===== src/rtl/alu_sequencer_if.sv =====
// Bus between the command source, the alu_sequencer and the ALU datapath.
//   cmd_*  : valid/ready command port (opcode + B operand)
//   rsp_*  : valid/ready response port (32-bit result, error, overflow)
//   alu_*  : operand data, one-hot mux selects and opcode select toward the
//            datapath, plus its combinational 32-bit result
// modport slave  : the sequencer side
// modport master : the host/datapath side (testbench)
interface alu_sequencer_if;
  logic        cmd_valid;
  logic        cmd_ready;
  logic [3:0]  cmd_op;
  logic [15:0] cmd_operand;

  logic [15:0] alu_a_data;
  logic [15:0] alu_b_data;
  logic [1:0]  alu_a_sel;
  logic [3:0]  alu_b_sel;
  logic [15:0] alu_op_sel;
  logic [31:0] alu_result;

  logic        rsp_valid;
  logic        rsp_ready;
  logic [31:0] rsp_data;
  logic        rsp_err;
  logic        rsp_ovf;

  modport slave (
    input  cmd_valid, cmd_op, cmd_operand, rsp_ready, alu_result,
    output cmd_ready, alu_a_data, alu_b_data, alu_a_sel, alu_b_sel,
           alu_op_sel, rsp_valid, rsp_data, rsp_err, rsp_ovf
  );

  modport master (
    output cmd_valid, cmd_op, cmd_operand, rsp_ready, alu_result,
    input  cmd_ready, alu_a_data, alu_b_data, alu_a_sel, alu_b_sel,
           alu_op_sel, rsp_valid, rsp_data, rsp_err, rsp_ovf
  );
endinterface


===== src/rtl/alu_sequencer.sv =====
// alu_sequencer: accepts one command at a time, walks the 16-bit ALU datapath
// through an operand-load cycle and an execute cycle, folds the low half of
// the 32-bit result into the accumulator and returns the full result.
// Ports:
//   clk   : clock, rising edge
//   reset : synchronous, active-high
//   bus   : alu_sequencer_if.slave (command, response and datapath signals)
//   busy  : high whenever the sequencer is not idle
module alu_sequencer (
  input  logic             clk,
  input  logic             reset,
  alu_sequencer_if.slave   bus,
  output logic             busy
);

  typedef enum logic [1:0] {IDLE, LOAD, EXEC, RESP} state_t;

  localparam logic [3:0] OP_ADD  = 4'd0;
  localparam logic [3:0] OP_MULT = 4'd2;
  localparam logic [3:0] OP_DIV  = 4'd3;
  localparam logic [3:0] OP_SHL  = 4'd11;
  localparam logic [3:0] OP_LAST = 4'd12;  // highest op sent to the datapath
  localparam logic [3:0] OP_NOP  = 4'd13;
  localparam logic [3:0] OP_CLR  = 4'd15;

  state_t      state, state_nxt;
  logic [15:0] acc;
  logic [3:0]  op_q;
  logic [15:0] operand_q;
  logic [31:0] rsp_data_q;
  logic        rsp_err_q;
  logic        rsp_ovf_q;

  logic        cmd_ready_c;
  logic        rsp_valid_c;
  logic [1:0]  a_sel_c;
  logic [3:0]  b_sel_c;
  logic [15:0] op_sel_c;
  logic        issue_c;

  // Only add, mult and shl can legitimately grow past 16 bits.
  function automatic logic ovf_of(input logic [3:0] op, input logic [31:0] res);
    return ((op == OP_ADD) || (op == OP_MULT) || (op == OP_SHL)) && (|res[31:16]);
  endfunction

  // Divide by zero is answered locally so the datapath never sees it.
  assign issue_c = (bus.cmd_op <= OP_LAST) &&
                   !((bus.cmd_op == OP_DIV) && (bus.cmd_operand == 16'd0));

  always_ff @(posedge clk) begin
    if (reset) state <= IDLE;
    else       state <= state_nxt;
  end

  always_comb begin
    state_nxt   = state;
    cmd_ready_c = 1'b0;
    rsp_valid_c = 1'b0;
    a_sel_c     = 2'b01;
    b_sel_c     = 4'b0001;
    op_sel_c    = 16'd0;
    case (state)
      IDLE: begin
        cmd_ready_c = 1'b1;
        if (bus.cmd_valid) state_nxt = issue_c ? LOAD : RESP;
      end
      LOAD: begin
        a_sel_c   = 2'b10;
        b_sel_c   = 4'b0100;
        state_nxt = EXEC;
      end
      EXEC: begin
        op_sel_c  = 16'd1 << op_q;
        state_nxt = RESP;
      end
      RESP: begin
        rsp_valid_c = 1'b1;
        if (bus.rsp_ready) state_nxt = IDLE;
      end
      default: state_nxt = IDLE;
    endcase
  end

  always_ff @(posedge clk) begin
    if (reset) begin
      acc        <= 16'd0;
      op_q       <= 4'd0;
      operand_q  <= 16'd0;
      rsp_data_q <= 32'd0;
      rsp_err_q  <= 1'b0;
      rsp_ovf_q  <= 1'b0;
    end else begin
      case (state)
        IDLE: begin
          if (bus.cmd_valid) begin
            op_q      <= bus.cmd_op;
            operand_q <= bus.cmd_operand;
            // Non-issued ops produce their response right at accept.
            if (!issue_c) begin
              rsp_ovf_q <= 1'b0;
              if (bus.cmd_op == OP_CLR) begin
                acc        <= 16'd0;
                rsp_data_q <= 32'd0;
                rsp_err_q  <= 1'b0;
              end else begin
                rsp_data_q <= {16'd0, acc};
                rsp_err_q  <= (bus.cmd_op != OP_NOP);
              end
            end
          end
        end
        EXEC: begin
          rsp_data_q <= bus.alu_result;
          acc        <= bus.alu_result[15:0];
          rsp_ovf_q  <= ovf_of(op_q, bus.alu_result);
          rsp_err_q  <= 1'b0;
        end
        default: ;
      endcase
    end
  end

  assign bus.cmd_ready  = cmd_ready_c;
  assign bus.rsp_valid  = rsp_valid_c;
  assign bus.rsp_data   = rsp_data_q;
  assign bus.rsp_err    = rsp_err_q;
  assign bus.rsp_ovf    = rsp_ovf_q;
  assign bus.alu_a_data = acc;
  assign bus.alu_b_data = operand_q;
  assign bus.alu_a_sel  = a_sel_c;
  assign bus.alu_b_sel  = b_sel_c;
  assign bus.alu_op_sel = op_sel_c;
  assign busy           = (state != IDLE);

endmodule


===== src/flat_wrapper.sv =====
// flat-port wrapper written by rule: the top's interface ports become plain ports
module alu_sequencer_flat 
  (clk, reset, busy, bus_cmd_valid, bus_cmd_op, bus_cmd_operand, bus_rsp_ready, bus_alu_result, bus_cmd_ready, bus_alu_a_data, bus_alu_b_data, bus_alu_a_sel, bus_alu_b_sel, bus_alu_op_sel, bus_rsp_valid, bus_rsp_data, bus_rsp_err, bus_rsp_ovf);
  alu_sequencer_if bus_i ();
  input  logic clk;
  input  logic reset;
  output logic busy;
  input wire logic [$bits(bus_i.cmd_valid)-1:0] bus_cmd_valid;
  input wire logic [$bits(bus_i.cmd_op)-1:0] bus_cmd_op;
  input wire logic [$bits(bus_i.cmd_operand)-1:0] bus_cmd_operand;
  input wire logic [$bits(bus_i.rsp_ready)-1:0] bus_rsp_ready;
  input wire logic [$bits(bus_i.alu_result)-1:0] bus_alu_result;
  output wire logic [$bits(bus_i.cmd_ready)-1:0] bus_cmd_ready;
  output wire logic [$bits(bus_i.alu_a_data)-1:0] bus_alu_a_data;
  output wire logic [$bits(bus_i.alu_b_data)-1:0] bus_alu_b_data;
  output wire logic [$bits(bus_i.alu_a_sel)-1:0] bus_alu_a_sel;
  output wire logic [$bits(bus_i.alu_b_sel)-1:0] bus_alu_b_sel;
  output wire logic [$bits(bus_i.alu_op_sel)-1:0] bus_alu_op_sel;
  output wire logic [$bits(bus_i.rsp_valid)-1:0] bus_rsp_valid;
  output wire logic [$bits(bus_i.rsp_data)-1:0] bus_rsp_data;
  output wire logic [$bits(bus_i.rsp_err)-1:0] bus_rsp_err;
  output wire logic [$bits(bus_i.rsp_ovf)-1:0] bus_rsp_ovf;
  assign bus_i.cmd_valid = bus_cmd_valid;
  assign bus_i.cmd_op = bus_cmd_op;
  assign bus_i.cmd_operand = bus_cmd_operand;
  assign bus_i.rsp_ready = bus_rsp_ready;
  assign bus_i.alu_result = bus_alu_result;
  assign bus_cmd_ready = bus_i.cmd_ready;
  assign bus_alu_a_data = bus_i.alu_a_data;
  assign bus_alu_b_data = bus_i.alu_b_data;
  assign bus_alu_a_sel = bus_i.alu_a_sel;
  assign bus_alu_b_sel = bus_i.alu_b_sel;
  assign bus_alu_op_sel = bus_i.alu_op_sel;
  assign bus_rsp_valid = bus_i.rsp_valid;
  assign bus_rsp_data = bus_i.rsp_data;
  assign bus_rsp_err = bus_i.rsp_err;
  assign bus_rsp_ovf = bus_i.rsp_ovf;
  alu_sequencer u_core (.clk(clk), .reset(reset), .bus(bus_i), .busy(busy));
endmodule

===== config.mk =====
export PLATFORM = sky130hd
export DESIGN_NAME = alu_sequencer_flat
export DESIGN_NICKNAME = d
export VERILOG_FILES = /design/src/rtl/alu_sequencer_if.sv /design/src/rtl/alu_sequencer.sv /design/src/flat_wrapper.sv
export SDC_FILE = /design/constraint.sdc
export NUM_CORES = 1
export LEC_CHECK = 0
export BUFFER_PORTS_ARGS = -buffer_cell sky130_fd_sc_hd__buf_2
export CAP_MARGIN = 20
export CORE_MARGIN = 3
export CORE_UTILIZATION = 48
export CTS_CLUSTER_SIZE = 8
export DETAILED_ROUTE_END_ITERATION = 10
export HOLD_SLACK_MARGIN = 0.02
export PLACE_DENSITY_LB_ADDON = 0.12
export SLEW_MARGIN = 20
export SYNTH_ARGS = -nofsm -noshare
export SYNTH_HDL_FRONTEND = slang
export SYNTH_SLANG_ARGS = --single-unit

===== constraint.sdc =====
create_clock -name clk -period 2.2 [get_ports clk]
set_input_delay 0.33 -clock clk [delete_from_list [all_inputs] [get_ports clk]]
set_output_delay 0.33 -clock clk [all_outputs]
set_load 0.01 [all_outputs]

; ---- After elaboration in Yosys (flattened, before gate mapping)
; Cells that the tools add are included.
[word_totals]
ramBits = 0
word_cells = 61
latch_bits = 0
mem_count = 0
ff_bits = 72
input_bits = 56
mem_bits_ro = 0
[op_classes]
n_eq_ne = 12
n_lt_le_gt_ge = 1
div = 0
n_shift = 1
add_sub_neg = 0
bitwise = 0
muxes = 24
reduce_logical = 16
n_mul = 0
[ops]
columns = operator, count
row1 = $mux W16, 5
row2 = $mux W32, 2
row3 = $pmux W32 S2, 1
row4 = $pmux W16 S2, 1
row5 = $logic_not A16 Y1, 1
row6 = $reduce_or A16 Y1, 1
row7 = $shl A1 B4 Y16 const A, 1
row8 = $eq A4 B2 Y1 const B, 2
row9 = $eq A4 B4 Y1 const B, 2
row10 = $mux W2, 4
row11 = $pmux W2 S4, 1
row12 = $mux W1, 7
row13 = $ne A2 B2 Y1 const B, 3
row14 = $eq A2 B2 Y1 const B, 2
row15 = $le A4 B4 Y1 const B, 1
row16 = $logic_not A4 Y1, 1
row17 = $ne A4 B4 Y1 const B, 1
row18 = $pmux W1 S2, 2
row19 = $reduce_and A2 Y1, 2
row20 = $reduce_and A4 Y1, 1
row21 = $reduce_bool A2 Y1, 2
row22 = $logic_and A1 B1 Y1, 3
row23 = $mux W3, 1
row24 = $reduce_and A3 Y1, 1
row25 = 5 further kinds, 6

; ---- Depth between registers and ports, before layout
; Gate-level depths: netlist of the first run.
[depth]
depth_word = 7
ltp_mapped = 8
depth_no_buf = 6

; ---- Worst setup path after synthesis of the first run
; OpenSTA, ideal clock, no wires.
[synth_path]
kind = register -> register
startpoint = reg u_core.state[0]
endpoint = reg u_core.rsp_data_q[10], in the netlist u_core.bus.rsp_data[10]
t_required_ps = 2079
path_buffers = 1
arrival_ps = 1863
path_slack_ps = 216
path_stages_with_launch = 8
cell_sequence = dfxtp_1 -> inv_1 -> ha_1 -> and2_1 -> and3_1 -> a31oi_2 -> buf_6 -> mux2_4
[synth_between]
elab_chain_cells = 3
elab_cells_between_ends = 7
cone_classes = eq/ne: 3 / mux: 1 / reduce/logical: 3
[synth_rtl]
columns = item, line_no
row1 = "start, declared", alu_sequencer.sv:26  ; state_t state, state_nxt;
row2 = "start signal, assigned", alu_sequencer.sv:52  ; else state <= state_nxt;
row3 = $logic_not A2 Y1 / $eq A2 B2 Y1 (equally long branches), alu_sequencer.sv:93  ; case (state)
row4 = $ne A2 B2 Y1 (no source line) / $reduce_bool A2 Y1 (equally long branches), --
row5 = $reduce_and A3 Y1 (no source line), --
row6 = "end signal, assigned", alu_sequencer.sv:106  ; rsp_data_q <= {16'd0, acc};
row7 = "end signal, assigned", alu_sequencer.sv:113  ; rsp_data_q <= bus.alu_result;
row8 = "end, declared", alu_sequencer.sv:30  ; logic [31:0] rsp_data_q;
; Parallel ways exist; a longest one is shown, timed or not.
; A chain may end at the register's enable or synchronous reset.

; ---- Final worst setup path of the first run
[layout_path]
startpoint = reg u_core.state[0]
endpoint = out bus_alu_op_sel[0]
[layout_between]
elab_chain_cells = 2
[layout_rtl]
columns = item, line_no
row1 = $eq A2 B2 Y1, alu_sequencer.sv:62  ; case (state)
row2 = $mux W16, alu_sequencer.sv:62
row3 = "end, declared", flat_wrapper.sv:18  ; output wire logic [$bits(bus_i.alu_op_sel)-1:0] bus_alu_op_sel;
; Every way passes these cells.

==> flow_summary_export.csv, run 1 <==
group,metric,value,unit
yosys,synth_enable_flop_cells,0,
drt,routedWlPerCell,14.1,µm
pwr,power.internal,0.00267,W
cts,numCtsBuffers,9,
cts,cts_root_buf,"clkbuf_8",
min_path,hp-class,"in2reg",
sta,skew,9.96,ps
min_path,hold_start,"bus_cmd_operand[6]",
floorplan,start_util,50.1,%
cts,clockBufferDepth,2,
setup_path,crit_family,"simple AND/OR/NAND/NOR gates",
sta,setup_viol,0,
yosys,ys_ff_latch,72,
drt,final_antenna_net_count,0,
cells_and_area,drive_gt1_share,35.4,%
pwr,comb_power_share,35.3,%
cells_and_area,fin_cells,635,
sta,fin_crit,2030,ps
placed_design,place.gp.congestion,0.817,
grt,grt_overflow_total,0,
setup_path,slowest_stage,"dfxtp_1",
floorplan,coreArea,0.00687,mm²
cells_and_area,fin_nets,594,
cts,clk_latency,340,ps
drt,num_vias,3279,
pwr,seqPwrFrac,36.6,%
setup_path,worstSetupStartpointType,"flop",
sta,relSlewSlack,56.1,%
setup_path,critPathKind,"reg2out",
sta,finalSetupTns,0,ps
grt,grt_pass1_wl,14800,µm
grt,grt_pass1_vias,3136,
sta,fin_crit_sh,92.2,%
yosys,synthesis.area,0.00344,mm²
sta,slew_violations,0,
sta,hold_violations,0,
pwr,finalPower,0.00411,W
sta,worstMarginPinSlew,658,ps
sta,rsz0062_at_grt,"false",
setup_path,crit_path_start,"u_core.state[0]$_SDFFE_PP0P_",
floorplan,rows,30,
yosys,seq_area_frac_synth,41.9,%
yosys,ys_types,39,
cts,cts_sinks,72,
pwr,p_switching,0.00144,W
yosys,syn_inst,402,
grt,antenna_found_initial,0,
setup_path,critPathMaxFanout,8,
cts,tritoncts,"built",
floorplan,dieArea,0.00822,mm²
setup_path,crit_buf_inv,2,
drt,wirelength,8940,µm
pwr,power.leakage,2.10,nW
placed_design,place_area,0.00424,mm²
setup_path,arrival,1700,ps
pwr,power_density,921,mW/mm²
pwr,irDropWorstVdd,0.480,mV
grt,grt_usage,21.9,%
yosys,synth_flop_cell,"dfxtp_1",
setup_path,reg2reg_from,"u_core.state[0]$_SDFFE_PP0P_",
setup_path,cp.required,1870,ps
placed_design,io_buffers,144,
status,status,"finished, final reports clean",
job,cap_viol_max_count,0,
cells_and_area,finish.utilization,64.9,%
setup_path,setup.worst_path.end_class,"output port",
drt,drtIter0Drc,153,
pwr,power_frac_clock,28.0,%
yosys,synth.avg_cell_area,8.56,µm²
cells_and_area,num_antenna_cells,0,
cts,clk_pin_slew,80,ps
placed_design,dp_cells,619,
cells_and_area,area_growth,29.7,%
floorplan,die_x,90.7,µm
grt,grt_max_degree,101,
floorplan,pin_count,147,
sta,max_freq,493,MHz
cells_and_area,final_area,0.00446,mm²
yosys,synthArstFlopShare,0,%
setup_path,slowest_delay,340,ps
drt,vias_per_cell,5.16,
pwr,switching_share,34.9,%
floorplan,die_h,90.7,µm
drt,route.detailed.drc,0,
placed_design,dp_hpwl,6260,µm
cts,htree_levels,3,
setup_path,path_cells,"inv_1 -> ha_2 -> nor2b_2 -> nand2b_1 -> nor3_1 -> buf_2",
drt,first_pass_iters,4,
yosys,yosysWarnings,0,
worst register-to-register path: stages (launching register included):
cell,delay (ps)
dfxtp_1,380
inv_1,100
ha_1,250
and2_1,160
and3_1,220
a31oi_4,170
buf_12,270
mux2_2,380
power groups by stage:
stage	logic (W)	registers, W	clock network [W]
finish	0.00145	0.00151	0.00115
global route	0.00161	0.00152	0.00125
CTS	0.00146	0.00150	0.00119
detailed placement	0.00145	0.00153	0
global placement	0.00143	0.00153	0
floorplan	0.000966	0.00156	0
what timing repair did:
item                                   CTS  global route
setup endpoints to repair                0             6
setup buffers                            0             0
resized for setup                        0             1
hold buffers                             0             0
endpoints found under the hold margin    0             0
sequential cells by signal, summed over array words and instances (netlist names):
signal / count
u_core.bus.rsp_data: 32
u_core.bus.alu_a_data: 16
u_core.bus.alu_b_data: 16
u_core.op_q: 4
u_core.state: 2
u_core.bus.rsp_err: 1
u_core.bus.rsp_ovf: 1
area by class of cell:
class | instances | area, µm²
clock buffers | 11 | 141
clock inverters | 5 | 80.1
fillers | 634 | 2410
inverters | 5 | 18.8
multi-input cells | 292 | 1840
flip-flops and latches | 72 | 1440
well taps | 96 | 120
repair buffers | 154 | 821
final timing paths:
path	depth (start not counted)	slack (ps)	end
max	6	170	bus_alu_op_sel[0]
min	3	230	u_core.bus.alu_b_data[6]$_SDFFE_PP0P_
max reg2reg	7	170	u_core.bus.rsp_data[0]$_SDFFE_PP0P_
min reg2reg	2	450	u_core.bus.alu_b_data[12]$_SDFFE_PP0P_
cell usage after synthesis, types with 2 or more instances:
cell type  number  area (µm²)
a211oi_1        2        15.0
a21oi_1        36         180
a22oi_1        16         120
buf_1           2        7.51
buf_4           4        30.0
buf_6           2        22.5
clkbuf_1       25        93.8
dfxtp_1        72        1440
ha_1            4        50.1
inv_1           5        18.8
mux2_2          4        45.0
mux2_4         13         195
mux2i_1        18         180
nand2_1        61         229
nand2b_1       21         131
nand3_1        18        90.1
nand3b_1       18         135
nand4_1         3        18.8
nor2_1         32         120
nor2b_1        17         106
nor3_1          5        25.0
nor4_1          4        25.0
o21ai_0         2        10.0
or4_1           3        22.5
cell families after synthesis:
kind of cell	Yosys count	synth area share [%]
adders and majority gates	4	1.46
muxes	35	12.2
and+or+nand+nor	187	27.8
other	1	0.109
DFF	72	41.9
AOI/OAI and AO/OA	64	11.3
buffers and inverters	39	5.17
layout by cell type (no fill, tap or decap), drive strengths merged, types with 2 or more instances in the layout:
cell type / Yosys / final
mux2: 17 / 17
mux2i: 18 / 18
bufinv: 0 / 2
clkinvlp: 0 / 2
nor4: 5 / 5
nand3: 18 / 18
nand2b: 21 / 21
a211oi: 2 / 2
clkbuf: 25 / 11
nand2: 61 / 61
buf: 9 / 154
nor3: 5 / 5
dfxtp: 72 / 72
or4: 4 / 4
inv: 5 / 5
o21ai: 3 / 3
nand4: 3 / 3
a22oi: 16 / 16
nor2: 32 / 32
nand3b: 18 / 18
ha: 4 / 4
conb: 1 / 2
nor2b: 17 / 17
a31oi: 2 / 2
a21oi: 36 / 36
stage by stage:
step                hold WS [ps]  worst slack (ps)
floorplan                    463               216
CTS                          209              98.1
finish                       227               172
global route                 217              8.19
global placement             439               108
detailed placement           445              70.2
metal layers:
| metal | vias up | routed length (µm) | GRT usage [%] |
|---|---|---|---|
| met5 | - | 0 | 0 |
| met4 | 0 | 117 | 6.89 |
| met3 | 7 | 597 | 7.25 |
| met2 | 100 | 4440 | 38.0 |
| met1 | 1536 | 3780 | 25.5 |
| li1 | 1636 | - | - |
Note: power is estimated with default switching activity, not from simulation.
==> run 2, diff against run 1 <==
- ABC_AREA: default -> 1
- CORE_UTILIZATION: 48 -> 49
- PLACE_DENSITY: default -> 0.8
- PLACE_DENSITY_LB_ADDON: 0.12 -> default
==> run 2 against run 1 <==
Effect of this change:
- final area grew 5.3%
- worst setup slack gained 78 ps
- largest power group unchanged
- sequential power is 7% higher
- critical endpoint is now bus_alu_op_sel[1]
- die area rose by 5.7%
- global-route usage grew 0.38 points
- clock power down 9.6%
- area after synthesis is 8.4% higher
- maximum frequency increased by 4.0%
==> flow_summary_export.csv, run 2 <==
group,metric,value,unit
status,status,"finished, final reports clean",
placed_design,dp_hpwl,7200,µm
pwr,irDropWorstVdd,0.560,mV
sta,slew_violations,0,
floorplan,coreArea,0.00733,mm²
grt,busiest_layer,"met2",
grt,grt_pass1_wl,15800,µm
min_path,min_path_cells,3,
min_path,hold_start,"bus_cmd_operand[1]",
yosys,seq_area_frac_synth,38.7,%
pwr,finalPower,0.00392,W
yosys,synth_top_area_share,38.7,%
setup_path,crit_family,"buffers and inverters",
sta,setup_viol,0,
min_path,hp-class,"in2reg",
placed_design,place_area,0.00448,mm²
grt,grt_max_degree,68,
sta,max_freq,513,MHz
yosys,synth_common_cells,"nor2_1, nand2_1, dfxtp_1, inv_1, a21oi_1",
sta,finalSetupTns,0,ps
cells_and_area,area_growth,26.0,%
cells_and_area,drive_gt1_share,29.3,%
sta,fin_crit_sh,88.6,%
yosys,synth.most_common_cell,"nor2_1",
grt,gr-usage-met1,30.0,%
placed_design,place.gp.congestion,0.881,
setup_path,critPathKind,"reg2out",
job,cap_viol_max_count,0,
setup_path,critPathMaxFanout,12,
grt,grt_usage,22.3,%
placed_design,io_buffers,144,
cts,clk_latency,340,ps
cts,clk_pin_slew,80,ps
cells_and_area,fin_nets,727,
sta,hold_violations,0,
yosys,ys_types,28,
floorplan,dieArea,0.00869,mm²
drt,routedWlPerCell,12.8,µm
cts,htree_levels,3,
cells_and_area,final_area,0.00470,mm²
pwr,power_density,835,mW/mm²
setup_path,rr_worst_depth,8,
drt,wirelength,9850,µm
sta,relSlewSlack,52.9,%
setup_path,crit_buf_inv,3,
pwr,power.leakage,2.54,nW
drt,drtIter0Drc,179,
yosys,synth.largest_area_cell,"dfxtp_1",
grt,antenna_found_initial,0,
yosys,yosysWarnings,0,
setup_path,worstSetupStartpointType,"flop",
drt,vias_per_cell,4.94,
cells_and_area,final_common_cell,"buf_2",
cts,post_cts_buffers,0,
setup_path,setup.worst_path.end_class,"output port",
sta,worstMarginPinSlew,704,ps
setup_path,arrival,1620,ps
grt,use_met3,3.78,%
setup_path,r2r_setup_slack,290,ps
yosys,syn_inst,541,
setup_path,rr_endpoint,"u_core.bus.rsp_data[18]$_SDFFE_PP0P_",
cts,tritoncts,"built",
grt,grt_overflow_total,0,
cells_and_area,layout_common_cells,"buf_2, nor2_1, nand2_1, dfxtp_1, inv_1",
cells_and_area,num_antenna_cells,0,
setup_path,slowest_stage,"dfxtp_1",
yosys,netlist_top_cells_area,"dfxtp_1, nor2_1, nand2_1, inv_1, nand3_2",
yosys,synth_flop_cell,"dfxtp_1",
cts,numCtsBuffers,9,
cells_and_area,seq_area,0.00144,mm²
sta,fin_crit,1950,ps
cts,cts_sinks,72,
min_path,min_to,"u_core.bus.alu_b_data[1]$_SDFFE_PP0P_",
floorplan,start_util,50.8,%
floorplan,rows,31,
setup_path,slowest_delay,340,ps
floorplan,die_x,93.2,µm
cts,cts_root_buf,"clkbuf_8",
grt,grt_pass1_vias,3490,
setup_path,reg2reg_from,"u_core.state[0]$_SDFFE_PP0P_",
cells_and_area,multi_input_area,0.00184,mm²
drt,route.detailed.drc,0,
yosys,synth.avg_cell_area,6.89,µm²
yosys,synthArstFlopShare,0,%
sta,skew,13.5,ps
drt,final_antenna_net_count,0,
setup_path,path_cells,"inv_1 -> ha_4 -> inv_1 -> nor2_1 -> nand2_1 -> nor2_1 -> buf_2",
yosys,synthesis.area,0.00373,mm²
cells_and_area,fill_cells,661,
cells_and_area,largest_reg_flops,32,
yosys,synth_enable_flop_cells,0,
sta,rsz0062_at_grt,"false",
floorplan,pin_count,147,
cts,clockBufferDepth,2,
grt,grtUsageMet2,36.5,%
drt,num_vias,3806,
drt,first_pass_iters,4,
yosys,ys_ff_latch,72,
setup_path,cp.required,1870,ps
floorplan,die_h,93.2,µm
[run 2: cell types whose count changed in the layout (fill, tap and decap cells not counted), moves of 18 or more]
cell / before / now
nand2_1: 61 / 85
o21ai_0: 2 / 28
nand3_2: 0 / 20
inv_1: 5 / 69
nor2_1: 32 / 108
nand2b_1: 21 / 0
mux2i_1: 18 / 0
[run 2: routing by layer]
metal  routed length [µm]  vias up
met5                    0        -
li1                     -     1967
met1                 4450     1713
met3                  565       12
met4                  143        0
met2                 4690      114
[run 2: worst max path at each step]
| stage | cells past startpoint | startpoint | end |
|---|---|---|---|
| finish | 7 | u_core.state[0]$_SDFFE_PP0P_ | bus_alu_op_sel[1] |
| detailed placement | 6 | u_core.state[1]$_SDFFE_PP0P_ | u_core.bus.alu_a_data[10]$_SDFFE_PP0P_ |
| CTS | 6 | u_core.state[1]$_SDFFE_PP0P_ | u_core.bus.alu_a_data[10]$_SDFFE_PP0P_ |
| global placement | 6 | u_core.state[0]$_SDFFE_PP0P_ | u_core.bus.alu_a_data[13]$_SDFFE_PP0P_ |
| global route | 7 | u_core.state[0]$_SDFFE_PP0P_ | bus_alu_op_sel[0] |
| floorplan | 9 | u_core.state[0]$_SDFFE_PP0P_ | u_core.bus.rsp_data[16]$_SDFFE_PP0P_ |
[run 2: stage by stage]
stage	hold WS [ps]	utilization (%)	std cells	setup slack, ps
after floorplan	408	-	542	581
after global placement	458	61.1	755	282
after detailed placement	460	61.1	755	124
after CTS	241	63.7	771	102
after global routing	271	64.1	771	51.3
final	255	64.1	771	250
[run 2: final cells by class]
class,instances,area share [%]
timing repair buffer,153,17.6
clock inverter,5,1.20
inverter,71,5.68
clock buffer,11,3.01
multi-input combinational,360,39.2
tap,99,2.64
sequential,72,30.7
[run 2: worst reg2reg max path, delay by kind of cell (launching register included)]
kind / cells / cell delay [ps]
and+or+nand+nor: 3 / 400
buffers and inverters: 3 / 640
AOI/OAI and AO/OA: 1 / 190
DFF: 1 / 340
adders and majority gates: 1 / 230
[run 2: cells by family (layout without fill, tap and decap cells)]
logic type	count (synthesis)	in the layout	synth area share [%]
compound gates	113	113	18.3
fa+ha+maj	4	4	1.34
buf+inv	110	240	12.8
flops	72	72	38.7
other cells	1	2	0.101
simple gates	241	241	28.8
[run 2: report_power, final]
| group | switching (W) | internal [W] |
|---|---|---|
| logic | 0.000769 | 0.000500 |
| clock network | 0.000482 | 0.000553 |
| registers | 0.000114 | 0.00150 |
[run 2: timing repair]
action | 4_1_cts | 5_1_grt
gates resized for setup | 0 | 2
hold buffers | 0 | 0
setup endpoints to repair | 0 | 5
